### src/rtl/cpu_mon_pkg.sv
// cpu_mon_pkg: shared FSM states, check-entry struct and reset constants for cpu_run_monitor.
package cpu_mon_pkg;
    localparam int MON_AW = 64;
    typedef enum logic [1:0] {IDLE, RUN, CHECK, DONE} state_e;
    typedef struct packed {
        logic              is_mem;
        logic [MON_AW-1:0] addr;
        logic [MON_AW-1:0] value;
    } check_t;
    localparam state_e      STATE_RST = IDLE;
    localparam logic [31:0] CYCLE_RST = '0;
endpackage

### src/rtl/cpu_mon_shadow.sv
// cpu_mon_shadow: per-check write matcher and shadow register.
// CPU_MON_STRICT_EN adds a written flag that forces a mismatch for untouched checks.
module cpu_mon_shadow
    import cpu_mon_pkg::*;
#(
    parameter int XLEN = 32
) (
    input  logic            clk,
    input  logic            rst,
    input  logic            clear_i,
    input  logic            run_i,
    input  logic            rf_we_i,
    input  logic [4:0]      rf_waddr_i,
    input  logic [XLEN-1:0] rf_wdata_i,
    input  logic            dmem_we_i,
    input  logic [XLEN-1:0] dmem_addr_i,
    input  logic [XLEN-1:0] dmem_wdata_i,
    input  check_t          ent_i,
    output logic            mismatch_o
);
    logic [XLEN-1:0] shadow_q, shadow_d;
    logic hit_rf, hit_mem, unused_bits;
    assign hit_rf  = run_i && !ent_i.is_mem && rf_we_i && rf_waddr_i != 5'd0 && ent_i.addr[4:0] == rf_waddr_i;
    assign hit_mem = run_i && ent_i.is_mem && dmem_we_i && ent_i.addr[XLEN-1:2] == dmem_addr_i[XLEN-1:2];
    assign unused_bits = ^dmem_addr_i[1:0];
    if (XLEN < MON_AW) begin : g_pad
        logic unused_pad;
        assign unused_pad = ^{ent_i.addr[MON_AW-1:XLEN], ent_i.value[MON_AW-1:XLEN]};
    end
    always_comb shadow_d = clear_i ? '0 : hit_rf ? rf_wdata_i : hit_mem ? dmem_wdata_i : shadow_q;
    always_ff @(posedge clk or posedge rst) begin
        if (rst) shadow_q <= '0;
        else     shadow_q <= shadow_d;
    end
`ifdef CPU_MON_STRICT_EN
    logic written_q;
    always_ff @(posedge clk or posedge rst) begin
        if (rst) written_q <= 1'b0;
        else     written_q <= !clear_i && (written_q || hit_rf || hit_mem);
    end
    assign mismatch_o = shadow_q != ent_i.value[XLEN-1:0] || !written_q;
`else
    assign mismatch_o = shadow_q != ent_i.value[XLEN-1:0];
`endif
endmodule

### src/rtl/cpu_run_monitor.sv
// cpu_run_monitor: runs a core until a pc self-loop or cycle limit, then checks final reg/mem values.
// Optional CPU_MON_STRICT_EN: checks never written during RUN also fail.
module cpu_run_monitor
    import cpu_mon_pkg::*;
#(
    parameter int XLEN           = 32,
    parameter int NUM_CHECKS     = 4,
    parameter int TIMEOUT_CYCLES = 64,
    parameter int HALT_REPEAT    = 2
) (
    input  logic                       clk,
    input  logic                       rst,
    input  logic                       start,
    input  logic [XLEN-1:0]            pc,
    input  logic                       rf_we,
    input  logic [4:0]                 rf_waddr,
    input  logic [XLEN-1:0]            rf_wdata,
    input  logic                       dmem_we,
    input  logic [XLEN-1:0]            dmem_addr,
    input  logic [XLEN-1:0]            dmem_wdata,
    input  logic [NUM_CHECKS-1:0]      exp_is_mem,
    input  logic [NUM_CHECKS*XLEN-1:0] exp_addr,
    input  logic [NUM_CHECKS*XLEN-1:0] exp_value,
    output logic                       busy,
    output logic                       done,
    output logic                       pass,
    output logic                       timeout,
    output logic [NUM_CHECKS-1:0]      fail_mask,
    output logic [31:0]                cycle_count
);
    localparam int IW = NUM_CHECKS > 1 ? $clog2(NUM_CHECKS) : 1;
    localparam int HW = $clog2(HALT_REPEAT + 1);
    localparam logic [IW-1:0] LAST  = IW'(NUM_CHECKS - 1);
    localparam logic [HW-1:0] HR_M1 = HW'(HALT_REPEAT - 1);
    localparam logic [31:0]   TO    = 32'(TIMEOUT_CYCLES);
    state_e                state_q, state_d;
    logic [31:0]           cycle_q, cycle_d;
    logic [NUM_CHECKS-1:0] fail_q, fail_d, mism;
    logic                  timeout_q, timeout_d, pc_vld_q, pc_vld_d;
    logic [IW-1:0]         idx_q, idx_d;
    logic [XLEN-1:0]       prev_pc_q, prev_pc_d;
    logic [HW-1:0]         rep_q, rep_d;
    logic in_run, launch, same, halt;
    assign in_run = state_q == RUN;
    assign launch = start && (state_q == IDLE || state_q == DONE);
    assign same   = in_run && pc_vld_q && pc == prev_pc_q;
    assign halt   = same && rep_q >= HR_M1;
    always_comb begin
        state_d   = state_q;
        cycle_d   = cycle_q;
        fail_d    = fail_q;
        timeout_d = timeout_q;
        idx_d     = idx_q;
        prev_pc_d = prev_pc_q;
        pc_vld_d  = pc_vld_q;
        rep_d     = rep_q;
        if (launch) begin
            state_d   = RUN;
            cycle_d   = '0;
            fail_d    = '0;
            timeout_d = 1'b0;
            idx_d     = '0;
            pc_vld_d  = 1'b0;
            rep_d     = '0;
        end else if (in_run) begin
            cycle_d   = cycle_q + 32'd1;
            prev_pc_d = pc;
            pc_vld_d  = 1'b1;
            rep_d     = same ? rep_q + HW'(1) : '0;
            // halt wins over a timeout landing on the same cycle
            if (halt) state_d = CHECK;
            else if (cycle_d == TO) begin
                state_d   = DONE;
                timeout_d = 1'b1;
            end
        end else if (state_q == CHECK) begin
            fail_d[idx_q] = mism[idx_q];
            idx_d         = idx_q + IW'(1);
            state_d       = idx_q == LAST ? DONE : CHECK;
        end
    end
    always_ff @(posedge clk or posedge rst) begin
        if (rst) begin
            state_q   <= STATE_RST;
            cycle_q   <= CYCLE_RST;
            fail_q    <= '0;
            timeout_q <= 1'b0;
            idx_q     <= '0;
            prev_pc_q <= '0;
            pc_vld_q  <= 1'b0;
            rep_q     <= '0;
        end else begin
            state_q   <= state_d;
            cycle_q   <= cycle_d;
            fail_q    <= fail_d;
            timeout_q <= timeout_d;
            idx_q     <= idx_d;
            prev_pc_q <= prev_pc_d;
            pc_vld_q  <= pc_vld_d;
            rep_q     <= rep_d;
        end
    end
    for (genvar i = 0; i < NUM_CHECKS; i++) begin : g_chk
        check_t ent;
        assign ent = '{is_mem: exp_is_mem[i],
                       addr:   MON_AW'(exp_addr[i*XLEN +: XLEN]),
                       value:  MON_AW'(exp_value[i*XLEN +: XLEN])};
        cpu_mon_shadow #(.XLEN(XLEN)) u_shadow (
            .clk         (clk),
            .rst         (rst),
            .clear_i     (launch),
            .run_i       (in_run),
            .rf_we_i     (rf_we),
            .rf_waddr_i  (rf_waddr),
            .rf_wdata_i  (rf_wdata),
            .dmem_we_i   (dmem_we),
            .dmem_addr_i (dmem_addr),
            .dmem_wdata_i(dmem_wdata),
            .ent_i       (ent),
            .mismatch_o  (mism[i])
        );
    end
    assign busy        = state_q == RUN || state_q == CHECK;
    assign done        = state_q == DONE;
    assign pass        = done && !timeout_q && fail_q == '0;
    assign timeout     = timeout_q;
    assign fail_mask   = fail_q;
    assign cycle_count = cycle_q;
endmodule
### config.mk
export PLATFORM = sky130hd
export DESIGN_NAME = cpu_run_monitor
export DESIGN_NICKNAME = d
export VERILOG_FILES = /design/src/rtl/cpu_mon_pkg.sv /design/src/rtl/cpu_mon_shadow.sv /design/src/rtl/cpu_run_monitor.sv
export SDC_FILE = /design/constraint.sdc
export NUM_CORES = 1
export LEC_CHECK = 0
export ABC_AREA = 1
export CAP_MARGIN = 5
export CORE_MARGIN = 5
export CORE_UTILIZATION = 53
export DETAILED_ROUTE_END_ITERATION = 7
export PLACE_DENSITY = 0.88
export SYNTH_ARGS = -nofsm -noshare
export SYNTH_HDL_FRONTEND = slang
export SYNTH_SLANG_ARGS = --single-unit
export TNS_END_PERCENT = 50
### constraint.sdc
create_clock -name clk -period 19 [get_ports clk]
set_clock_uncertainty 0.2 [all_clocks]
set_input_delay 3.8 -clock clk [delete_from_list [all_inputs] [get_ports clk]]
set_output_delay 3.8 -clock clk [all_outputs]
set_load 0.03 [all_outputs]
==> results.py <==
metrics = {
    "power_and_ir_drop": {
        "ir_drop_mv": 0.0642,
        "p_clk_share_pct": 30.4,
        "p_int_uw": 1020,
        "pwr-share-seq_pct": 40.9,
        "power_density_nw_per_um2": 73.9,
        "p_sw_uw": 464,
        "swShare_pct": 31.3,
        "p_leak_uw": 0.00918,
        "pwr-share-comb_pct": 28.7,
    },
    "grt": {
        "grt_usage_pct": 35.7,
        "grt_start_max_net_pins": 128,
        "grt_pass1_wl_um": 87500,
        "antenna_found_initial": 12,
        "grt_pass1_vias": 15800,
        "grt_overflow": 0,
    },
    "sta": {
        "drv_slew": 0,
        "slew_headroom_pct": 22.7,
        "tns_ns": 0,
        "hold_viol": 0,
        "period_needed_ns": 7.36,
        "worst_slew_pin_slew_ns": 1.16,
        "rsz0062_at_grt": "no",
        "min_period_over_period_pct": 38.7,
        "finalSetupViolations": 0,
        "clock.fmax_mhz": 136,
    },
    "critical_path": {
        "regToRegSetupSlack_ns": 14.53,
        "slowest_stage": "nor2_2",
        "crit_chain": "clkdlybuf4s50_1 -> nand2_2 -> buf_4 -> inv_2 -> nor2_2 -> nand2_1 -> buf_4 -> nand2_1 -> o21ai_0",
        "worstPathArrival_ns": 7.54,
        "crit_fanout": 100,
        "max_stage_delay_ns": 0.72,
        "reg2reg_to": "g_chk[0].u_shadow.shadow_q[21]$_DFFE_PP0P_",
        "cp.required_ns": 19.18,
        "end_kind": "flop",
        "worstRegToRegCells": 10,
        "critical_path_class": "input pin to flop",
        "crit_path_start": "start",
        "critPathLaunchType": "input pin",
        "r2r-start": "state_q[0]$_DFFE_PP0P_",
    },
    "clocking": {
        "numClockSinks": 204,
        "htreeDepth": 1,
        "numCtsBuffers": 23,
        "clock_path_buffers": 3,
        "cts.root.buffer_cell": "clkbuf_16",
        "post_cts_resized": 0,
        "cts_tree": "done",
        "clock_latency_ns": 0.52,
        "clk_pin_slew_worst_paths_ns": 0.06,
        "post_cts_buffers": 0,
        "postCtsHoldBufs": 0,
    },
    "min_path": {
        "worstHoldPathType": "flop to flop",
        "hold_depth": 2,
        "whs_endpoint": "g_chk[1].u_shadow.shadow_q[27]$_DFFE_PP0P_",
        "hold_start": "g_chk[1].u_shadow.shadow_q[27]$_DFFE_PP0P_",
    },
    "synthesis": {
        "ys_seq_area_share_pct": 34.5,
        "synth_top_area_share_pct": 34.5,
        "ys_ff_latch": 204,
        "ys.warnings.count": 0,
        "ys_types": 44,
        "synth_nets": 2572,
        "syn_area_um2": 14800,
        "yosys.area.top_type": "dfrtp_1",
        "syn_avg_cell_area_um2": 6.83,
        "yosys-top-cells-area": "dfrtp_1 (35%), nand2_1 (15%), o21ai_0 (7.6%)",
        "synthCells": 2164,
    },
    "place": {
        "place.gp.congestion": 1.02,
        "port_buffers": 435,
        "dp_hpwl_um": 46600,
    },
    "floorplan": {
        "initial_core_util_pct": 53.4,
        "die_w_um": 177,
        "row_count": 61,
        "num_io_pins": 438,
        "core_area_um2": 27700,
        "fp.dieH_um": 177,
        "dieArea_um2": 31300,
    },
    "routing": {
        "via_count": 16600,
        "routed_wirelength_um": 59000,
        "routedWlPerCell_um": 20.0,
        "postRouteAntennaNets": 0,
        "vias_per_cell": 5.62,
        "dr.pass1.iters": 8,
        "drc": 0,
        "drtIter0Drc": 2346,
    },
    "outcome": {
        "run_status": "complete, no violations",
    },
    "cells_and_area": {
        "fin_util_pct": 72.5,
        "n_fill_cell": 2246,
        "final_nets": 2954,
        "synthToLayoutAreaGrowth_pct": 35.8,
        "drive_above_1_share_pct": 3.79,
    },
    "job": {
        "cap_viol_max_count": 0,
    },
}
==> registers in the layout, summed over array words and instances, names as in the netlist <==
name                     flops
prev_pc_q                   32
state_q                      2
fail_mask                    4
rep_q                        2
timeout                      1
pc_vld_q                     1
g_chk.u_shadow.shadow_q    128
cycle_count                 32
idx_q                        2
==> cell families after synthesis <==
family                   synth area share [%]
AO/OA/AOI/OAI                            14.0
XOR/XNOR                                 11.3
adder cells (fa/ha/maj)                 0.846
buffers and inverters                    9.47
flip-flops                               34.5
AND/OR/NAND/NOR                          29.9
==> worst max-delay path, delay by kind of cell <==
| family | cells | cell delay, ns |
|---|---|---|
| buf+inv | 4 | 2.13 |
| compound gates | 1 | 0.08 |
| simple gates | 4 | 1.45 |
==> placed cells by master (no fill, tap or decap), drive strengths merged, types with 16 or more instances in the layout <==
master	instances
clkbuf	30
nand3	200
a21oi	104
nor3	19
nor4	32
o21ai	233
nand2	593
nand4	27
or2	16
clkdlybuf4s50	435
nor2	126
dfrtp	204
o22ai	38
xor2	119
inv	263
xnor2	71
==> cells in the mapped netlist, drive strengths merged <==
cell           number
buf                38
nor2              126
a221oi              1
o21ai             233
dfrtp             204
and3                2
nor3b               1
ha                 10
o22ai              38
nand3b              1
nor4               32
xor2              119
xnor2              71
nor3               19
a22o                6
clkdlybuf4s15       1
a21oi             104
clkinv              1
o2111ai             3
inv               262
nand2             593
a211o               1
a32o                1
nand4              27
a211oi              5
or2                16
nand3             200
clkbuf             49
==> worst max path at each step <==
stage | to | slack (ns) | cells past startpoint
after floorplan | cycle_count[0]$_DFFE_PP0P_ | 9.43 | 1
after global placement | g_chk[0].u_shadow.shadow_q[21]$_DFFE_PP0P_ | 11.36 | 9
after detailed placement | g_chk[0].u_shadow.shadow_q[21]$_DFFE_PP0P_ | 11.26 | 9
after CTS | g_chk[0].u_shadow.shadow_q[21]$_DFFE_PP0P_ | 11.82 | 9
after global routing | g_chk[0].u_shadow.shadow_q[29]$_DFFE_PP0P_ | 11.47 | 9
final | g_chk[0].u_shadow.shadow_q[21]$_DFFE_PP0P_ | 11.64 | 9
==> per-stage QoR <==
stage	hold WS, ns	cell area [um2]	power (uW)	setup WS, ns	instances
after floorplan	0.249	14800	848	9.43	2164
after global placement	0.265	19300	1010	11.36	2899
after detailed placement	0.267	19300	1030	11.26	2899
after CTS	0.282	20000	1480	11.82	2938
after global routing	0.311	20100	1560	11.47	2950
final	0.279	20100	1480	11.64	2952
==> cell type report <==
| class | count | area (um2) | share of cell area, % |
|---|---|---|---|
| diodes | 14 | 35.0 | 0.174 |
| clock buffers | 30 | 622 | 3.10 |
| clock inverters | 9 | 124 | 0.617 |
| inverters | 263 | 995 | 4.95 |
| multi-input cells | 1609 | 8300 | 41.3 |
| flip-flops and latches | 204 | 5100 | 25.4 |
| well taps | 378 | 473 | 2.36 |
| repair buffers | 445 | 4430 | 22.1 |
==> power by group through the flow <==
stage	clock (uW)	sequential, uW	combinational, uW
detailed placement	0	611	417
global placement	0	606	404
floorplan	0	597	251
CTS	451	604	423
global route	468	617	471
finish	451	607	426
==> per-layer routing <==
metal	part of all wire (%)	global-route usage, %	wire [um]	up-vias
met3	11	6.90	6220	139
met2	47	59.7	27900	1011
met4	4.9	15.2	2890	0
met1	37	45.2	21900	7645
li1	-	-	-	7784
met5	0	0	0	-
(Power assumes the default switching activity.)
==> RTL edit: new RTL, config.mk and constraints unchanged <==
`XLEN` is set to 32 in 2 places; all go to 40.
--- a/src/rtl/cpu_mon_shadow.sv
+++ b/src/rtl/cpu_mon_shadow.sv
@@ -3,7 +3,7 @@
 module cpu_mon_shadow
     import cpu_mon_pkg::*;
 #(
-    parameter int XLEN = 32
+    parameter int XLEN = 40
 ) (
     input  logic            clk,
     input  logic            rst,
--- a/src/rtl/cpu_run_monitor.sv
+++ b/src/rtl/cpu_run_monitor.sv
@@ -3,7 +3,7 @@
 module cpu_run_monitor
     import cpu_mon_pkg::*;
 #(
-    parameter int XLEN           = 32,
+    parameter int XLEN           = 40,
     parameter int NUM_CHECKS     = 4,
     parameter int TIMEOUT_CYCLES = 64,
     parameter int HALT_REPEAT    = 2
Interface: changed (6 resized); port bits go from 438 to 534. No check against the original RTL was run, so the function may have changed too.
==> RTL edit against the unedited design <==
  * The flow now finishes with violations (design-rule violations)
  * Sequential share of layout area is 0.34 points lower
  * Routed wire length is 31% higher
  * Synthesized area is 20% higher
  * Count of clock-buffer cells in the layout is 7 higher
  * Fmax is 4.9% higher
  * Worst setup slack better by 350 ps
  * Sequential cell count is 40 higher
  * Synthesized cell count is 20% higher
  * Register-to-register slack better by 330 ps
  * Final area is 21% higher
  * Power is 25% higher
==> RTL edit: results (changes against the unedited design) <==
metric,value,unit,change
via count,20300,,+22%
WL met2,34.2,mm,+22%
drt wl/cell,21.8,um,+8.9%
RR Startpoint,state_q[1]$_DFFE_PP0P_,,
non-clock inverter count,336,,+28%
Port Buf Inserts,531,,+22%
cell leakage power,11.3,nW,+23%
DR WL met3,10.1,mm,+63%
Syn Inst Count,2599,,+20%
most frequent cells after synthesis,"683 x nand2_1, 331 x inv_1, 251 x o21ai_0",,
peak supply drop,0.0000729,V,+14%
Layout Nets,3565,,+21%
status,finished with violations,,
Residual DRC,2,,+2
Critical R2R Capture,g_chk[0].u_shadow.shadow_q[14]$_DFFE_PP0P_,,
count of multi-input gates,1905,,+18%
drt initial violations,2621,,+12%
Non-clock buffer share,0.223,,+0.00272
Synth Area in Compound Gates,0.142,,+0.00216
antenna violations before repair,28,,+16
Internal,1.27,mW,+25%
XOR/XNOR share of the synthesized area,0.114,,+0.00195
fin cells,3544,,+20%
clock sinks,244,,+20%
Sequential Area,6110,sq um,+20%
Area Growth Syn to Fin,37.2,%,
critical-path maximum fanout,59,,-41%
dpl ws,11600,ps,+344 ps
Non-clk bufs,547,,+23%
WHS,292,ps,+12.4 ps
RePlAce Congestion,1.06,,+3.7%
CP Launch Point,dmem_addr[17],,
DRT Pass-1 Iters,6,,-2
failing checks,design-rule violations,,
reg2reg setup slack,14860,ps,+330 ps
CTS buffer count,27,,+17%
Post-Synth Adder-Cell Area,0.00705,,-0.00141
CLK BUF,37,,+23%
first-pass GRT wire length,113,mm,+29%
CP max stage delay,870,ps,+150 ps
-- RTL edit: cell types whose count changed in the layout (fill, tap and decap cells not counted), moves of 40 or more --
cell	change
xor2_1	+50
clkdlybuf4s50_1	+96
inv_1	+77
nand2_1	+100
nor2_1	+58
dfrtp_1	+40
-- RTL edit: power groups by stage --
stage | registers [mW] | clock network, mW | logic (mW)
2_1_floorplan | 0.712 | 0 | 0.296
3_3_place_gp | 0.734 | 0 | 0.493
3_5_place_dp | 0.737 | 0 | 0.513
4_1_cts | 0.731 | 0.601 | 0.518
5_1_grt | 0.746 | 0.620 | 0.579
6_report | 0.734 | 0.601 | 0.526
-- RTL edit: layer usage --
metal  up-vias  track usage
met1      9410        0.517
li1       9323            -
met4        42        0.157
met2      1280        0.629
met5         -            0
met3       235        0.118
